`src/rtl/clk_gen.sv`:
```
// Programmable glitch-free clock divider with registered clk_out and optional edge strobes.
// Define CLK_GEN_STROBE_EN to build the rise_stb/fall_stb registers; otherwise both are tied to 0.
module clk_gen #(
    parameter int DIV_WIDTH = 8
) (
    input  logic                 clk,
    input  logic                 rst,
    input  logic                 en,
    input  logic [DIV_WIDTH-1:0] div,
    output logic                 clk_out,
    output logic                 running,
    output logic                 rise_stb,
    output logic                 fall_stb
);

    typedef enum logic {
        S_IDLE = 1'b0,
        S_RUN  = 1'b1
    } state_t;

    state_t               r_state;
    state_t               w_state_nxt;
    logic [DIV_WIDTH-1:0] r_cnt;
    logic [DIV_WIDTH-1:0] r_div_q;
    logic                 r_clk_out;
    logic [DIV_WIDTH-1:0] w_cnt_nxt;
    logic [DIV_WIDTH-1:0] w_div_q_nxt;
    logic                 w_clk_out_nxt;
    logic [DIV_WIDTH-1:0] w_div_eff;
    logic [DIV_WIDTH-1:0] w_cnt_inc;
    logic [DIV_WIDTH-1:0] w_high;
    logic                 w_period_end;
    logic                 w_start;

    // Ratios below 2 cannot form a high and a low phase, so they saturate to 2.
    assign w_div_eff    = (div < DIV_WIDTH'(2)) ? DIV_WIDTH'(2) : div;
    assign w_cnt_inc    = r_cnt + DIV_WIDTH'(1);
    assign w_high       = r_div_q >> 1;
    assign w_period_end = (r_state == S_RUN) && (r_cnt == r_div_q - DIV_WIDTH'(1));
    assign w_start      = en && ((r_state == S_IDLE) || w_period_end);

    // NOTE: sequential state uses non-blocking assignments so every register samples pre-edge values.
    always_ff @(posedge clk or negedge rst) begin
        if (!rst) begin
            r_state <= S_IDLE;
        end else begin
            r_state <= w_state_nxt;
        end
    end

    always_comb begin
        w_state_nxt = r_state;
        if (r_state == S_IDLE) begin
            if (en) w_state_nxt = S_RUN;
        end else begin
            if (w_period_end && !en) w_state_nxt = S_IDLE;
        end
    end

    // NOTE: every output gets a default first, so no path through this block can infer a latch.
    always_comb begin
        w_cnt_nxt     = r_cnt;
        w_div_q_nxt   = r_div_q;
        w_clk_out_nxt = r_clk_out;
        if (w_start) begin
            w_cnt_nxt     = '0;
            w_div_q_nxt   = w_div_eff;
            w_clk_out_nxt = 1'b1;
        end else if (w_period_end) begin
            w_cnt_nxt     = '0;
            w_clk_out_nxt = 1'b0;
        end else if (r_state == S_RUN) begin
            w_cnt_nxt     = w_cnt_inc;
            w_clk_out_nxt = (w_cnt_inc < w_high);
        end
    end

    always_ff @(posedge clk or negedge rst) begin
        if (!rst) begin
            r_cnt     <= '0;
            r_div_q   <= DIV_WIDTH'(2);
            r_clk_out <= 1'b0;
        end else begin
            r_cnt     <= w_cnt_nxt;
            r_div_q   <= w_div_q_nxt;
            r_clk_out <= w_clk_out_nxt;
        end
    end

    assign clk_out = r_clk_out;
    assign running = (r_state == S_RUN);

`ifdef CLK_GEN_STROBE_EN
    logic r_rise_stb;
    logic r_fall_stb;

    // Strobes are derived from the clk_out transition so they line up with its first high/low cycle.
    always_ff @(posedge clk or negedge rst) begin
        if (!rst) begin
            r_rise_stb <= 1'b0;
            r_fall_stb <= 1'b0;
        end else begin
            r_rise_stb <= w_clk_out_nxt & ~r_clk_out;
            r_fall_stb <= ~w_clk_out_nxt & r_clk_out;
        end
    end

    assign rise_stb = r_rise_stb;
    assign fall_stb = r_fall_stb;
`else
    assign rise_stb = 1'b0;
    assign fall_stb = 1'b0;
`endif

endmodule

```
`config.mk`:
```
export PLATFORM = sky130hd
export DESIGN_NAME = clk_gen
export DESIGN_NICKNAME = d
export VERILOG_FILES = /design/src/rtl/clk_gen.sv
export SDC_FILE = /design/constraint.sdc
export NUM_CORES = 1
export LEC_CHECK = 0
export ABC_CLOCK_PERIOD_IN_PS = 7400
export BUFFER_PORTS_ARGS = -buffer_cell sky130_fd_sc_hd__clkbuf_2
export CORE_MARGIN = 4
export CORE_UTILIZATION = 35
export CTS_BUF_LIST = sky130_fd_sc_hd__clkbuf_4 sky130_fd_sc_hd__clkbuf_8 sky130_fd_sc_hd__clkbuf_16
export CTS_CLUSTER_SIZE = 20
export DETAILED_ROUTE_END_ITERATION = 6
export PLACE_DENSITY_LB_ADDON = 0.15
export SYNTH_ARGS = -nofsm -noshare
export SYNTH_HDL_FRONTEND = slang
export SYNTH_SLANG_ARGS = --single-unit
```
`constraint.sdc`:
```
create_clock -name clk -period 7.4 [get_ports clk]
set_clock_uncertainty 0.1 [all_clocks]
set_input_delay 0.74 -clock clk [delete_from_list [all_inputs] [get_ports clk]]
set_output_delay 0.74 -clock clk [all_outputs]
set_load 0.03 [all_outputs]
```
Yosys cells after proc, flatten, opt, wreduce, memory -nomap -nowiden
Index checks and enable logic that the tools add are counted.
{"block": "word_totals", "register_bits": 18, "inputBits": 11, "output_inout_bits": 4, "wordCells": 26}
{"block": "op_classes", "n_addsub": 2, "order_cmp": 2, "eq_ne": 1, "muxes": 10, "bitwise_logic": 1, "n_reduce_logical": 6}
{"cell": "$mux W8", "count": 4}
{"cell": "$add A8 B1 Y8 const B", "count": 1}
{"cell": "$eq A8 B8 Y1", "count": 1}
{"cell": "$lt A8 B2 Y1 const B", "count": 1}
{"cell": "$lt A8 B7 Y1", "count": 1}
{"cell": "$sub A8 B1 Y8 const B", "count": 1}
{"cell": "$mux W1", "count": 6}
{"cell": "$logic_and A1 B1 Y1", "count": 3}
{"cell": "$reduce_bool A3 Y1", "count": 1}
{"cell": "$logic_not A1 Y1", "count": 1}
{"cell": "$logic_or A1 B1 Y1", "count": 1}
{"cell": "$not A1 Y1", "count": 1}

Longest topological paths before layout
{"block": "depth", "ltp_word": 6, "ltp_mapped": 9, "depth_no_buf": 8}

Least setup slack after synthesis
No wires, ideal clock.
{"block": "synth_path", "path_kind": "reg-to-reg", "startpoint": "register r_div_q[0]", "endpoint": "register r_div_q[2]", "setup_time_ps": 125, "arrival_time_ps": 2378, "required_time_ps": 7175, "setup_slack_ps": 4797, "path_stages_with_launch": 8, "n_path_buf": 1, "period_less_slack_ps": 2603, "cell_sequence": "dfrtp_1 > or4_4 > or4_1 > nand4_2 > o2111ai_4 > a21boi_2 > buf_6 > mux2_4"}
{"block": "synth_between", "elab_chain_cells": 5}
{"element": "start: declaration", "line_no": "24", "source": "logic [DIV_WIDTH-1:0] r_div_q;"}
{"element": "start signal: assignment", "line_no": "85", "source": "r_div_q <= w_div_q_nxt;"}
{"element": "$sub A8 B1 Y8", "line_no": "39", "source": "assign w_period_end = (r_state == S_RUN) && (r_cnt == r_div_q - DIV_WIDTH'(1));"}
{"element": "$eq A8 B8 Y1", "line_no": "39"}
{"element": "$logic_and A1 B1 Y1", "line_no": "39"}
{"element": "$logic_or A1 B1 Y1", "line_no": "40", "source": "assign w_start = en && ((r_state == S_IDLE) || w_period_end);"}
{"element": "$logic_and A1 B1 Y1", "line_no": "40"}
No other way between the ends.
A chain may end at the register's enable or synchronous reset.

Final worst setup path
{"block": "layout_path", "startpoint": "register r_div_q[2]", "endpoint": "register r_div_q[5]"}
The elaborated chain is that of the path after synthesis.

==> flow_summary.toml <==
[min_path]
hold_class = "in2async"

[route]
drtIter0Drc = 48
vias = 990
via_per_inst = 5.18
drc = 0
wl_um = 2850
avgRoutedWirePerCell_um = 14.9
postRouteAntennaNets = 0
dr.pass1.iters = 4

[floorplan]
chipWidth_um = 69.4
die-area_um2 = 4820
core-area_um2 = 3660
row_count = 22
initial_core_util_pct = 36.1
io_pins = 15
die_y_um = 69.4

[clock_network]
cts_buffer_depth = 2
cts_resized = 0
hold_buffers = 0
path_clk_slew_ps = 70
clk_latency_ps = 250
cts_max_level = 1
clockRootBuffer = "clkbuf_8"
cts_tree = "done"
numCtsBuffers = 3
clkSinkCount = 18
postCtsSetupRepairBufs = 0

[synth]
synth.distinct_cells = 43
ys_warn_count = 0
synth_edf_count = 0
ys_ff_latch = 18
synth_ff_type = "dfrtp_1"
synth_area_leaders = "dfrtp_1, ha_1, mux2_4"
syn_area_per_cell_um2 = 9.93
yosys.cell_count.top_type = "dfrtp_1"
syn_inst = 133
synth_top_area_cell = "dfrtp_1"
synth_top_area_share_pct = 32.2
synth_async_sr_flop_share_pct = 100
ys_seq_area_share_pct = 34.2
synth_common_cells = "dfrtp_1, inv_1, nand2_1, xnor2_1, ha_1"
syn-cell-area_um2 = 1320

[critical_path]
arrival_ps = 3090
worstSetupPathType = "reg2reg"
crit_path_start_kind = "register"
critPathMaxFanout = 9
worstPathRequired_ps = 7440
cp-end-kind = "register"

[timing]
worst_slew_pin_slew_ps = 640
fin_tns_setup_ps = 0
slew_headroom_pct = 57.1
final.setup.worst_slack_ps = 4360
hold_ws_ps = 326
fmax_ghz = 0.328
hold_violations = 0
rsz0062_at_grt = "false"
fin_crit_sh_pct = 41.1
period_needed_ps = 3040
drv_slew = 0
finalSetupViolCount = 0

[global_routing]
grt_max_degree = 19
grt_usage_pct = 12.5
grt_pass1_vias = 965
grt_pass1_wl_um = 4770
grt_overflow = 0
antenna_found_initial = 0

[pwr]
peakVddDrop_uv = 155
leakagePower_nw = 0.630
pwr_density_cell_nw_per_um2 = 429

[run]
maxCapViolCount = 0

[cells_and_area]
final_util_pct = 39.8
num_antenna_cells = 0
nets = 163
fillCellCount = 355
areaGrowthSynthToFinish_pct = 10.4
drive_above_1_share_pct = 20.3

[place]
portBuffers = 12
dp_worst_setup_slack_ps = 4350
gp_congestion = 0.829
dp_hpwl_um = 2220

[status]
status = "finished, final reports clean"
==> where the power goes <==
part           internal (mW)  switching (mW)
clock                 0.0473          0.0325
combinational          0.167           0.153
sequential             0.144          0.0811
total                  0.358           0.267
==> routing by layer <==
layer / track usage [%] / up-vias / wire length, µm
li1: - / 495 / -
met1: 16.9 / 473 / 1420
met2: 19.4 / 17 / 1300
met3: 1.30 / 5 / 72
met4: 6.51 / 0 / 59
met5: 0 / - / 0
==> state kept, by name (all words and copies together) (netlist names) <==
signal / cells
running: 1
r_cnt: 8
r_div_q: 8
clk_out: 1
==> critical path, stage by stage, from the launching register on <==
cell and delay (ps):
dfrtp_1 460, or4_4 550, or4_1 540, nand4_2 140
o2111ai_4 200, a21boi_2 580, mux2_4 350
==> worst paths after layout <==
path	from	endpoint	slack, ps	cells past startpoint
setup / recovery	r_div_q[2]$_DFFE_PN0P_	r_div_q[5]$_DFFE_PN0P_	4360	6
hold / removal	rst	r_div_q[4]$_DFFE_PN0P_	330	1
setup reg to reg	r_div_q[2]$_DFFE_PN0P_	r_div_q[5]$_DFFE_PN0P_	4360	6
hold reg to reg	r_div_q[1]$_DFFE_PN1P_	r_div_q[1]$_DFFE_PN1P_	430	2
max in group asynchronous	rst	r_div_q[1]$_DFFE_PN1P_	6530	1
min in group clk	r_div_q[1]$_DFFE_PN1P_	r_div_q[1]$_DFFE_PN1P_	430	2
==> layout make-up <==
class                      count  area [µm²]  share of cell area (%)
clock buffer                   4        55.1                    3.77
multi-input combinational     98         791                    54.2
inverter                      11        41.3                    2.83
sequential                    18         452                    31.0
tap                           48        60.1                    4.12
timing repair buffer          12        60.1                    4.12
==> per-stage QoR <==
stage	power (mW)	area (µm²)	std cells
after floorplan	0.472	1330	134
after global placement	0.539	1400	187
after detailed placement	0.547	1400	187
after CTS	0.631	1460	191
after global routing	0.682	1460	191
final	0.625	1460	191
==> cell usage in the layout (no fill, tap or decap), types with 2 or more instances in the layout <==
cell type / Yosys / layout
mux2i_1: 2 / 2
nor4_1: 2 / 2
a32o_1: 3 / 3
a21o_1: 2 / 2
or4_1: 3 / 3
clkbuf_2: 0 / 12
a21oi_1: 3 / 3
ha_1: 8 / 8
xnor2_1: 9 / 9
nor3_1: 2 / 2
mux2_4: 6 / 6
nor2_1: 6 / 6
nand2_1: 9 / 9
o2111ai_1: 2 / 2
o211ai_1: 2 / 2
nand2b_1: 6 / 6
dfrtp_1: 17 / 17
clkbuf_8: 0 / 4
and3_1: 2 / 2
nand3_1: 4 / 4
conb_1: 1 / 2
o21ai_1: 2 / 2
inv_1: 11 / 11
xor2_1: 6 / 6
==> cells by family after synthesis <==
group	share of synthesized area, %
other cells	0.284
buf+inv	6.25
mux	8.33
compound gates	17.4
simple gates	16.0
xor+xnor	9.94
fa+ha+maj	7.58
flops	34.2
Power figures use the tool's default switching activity.
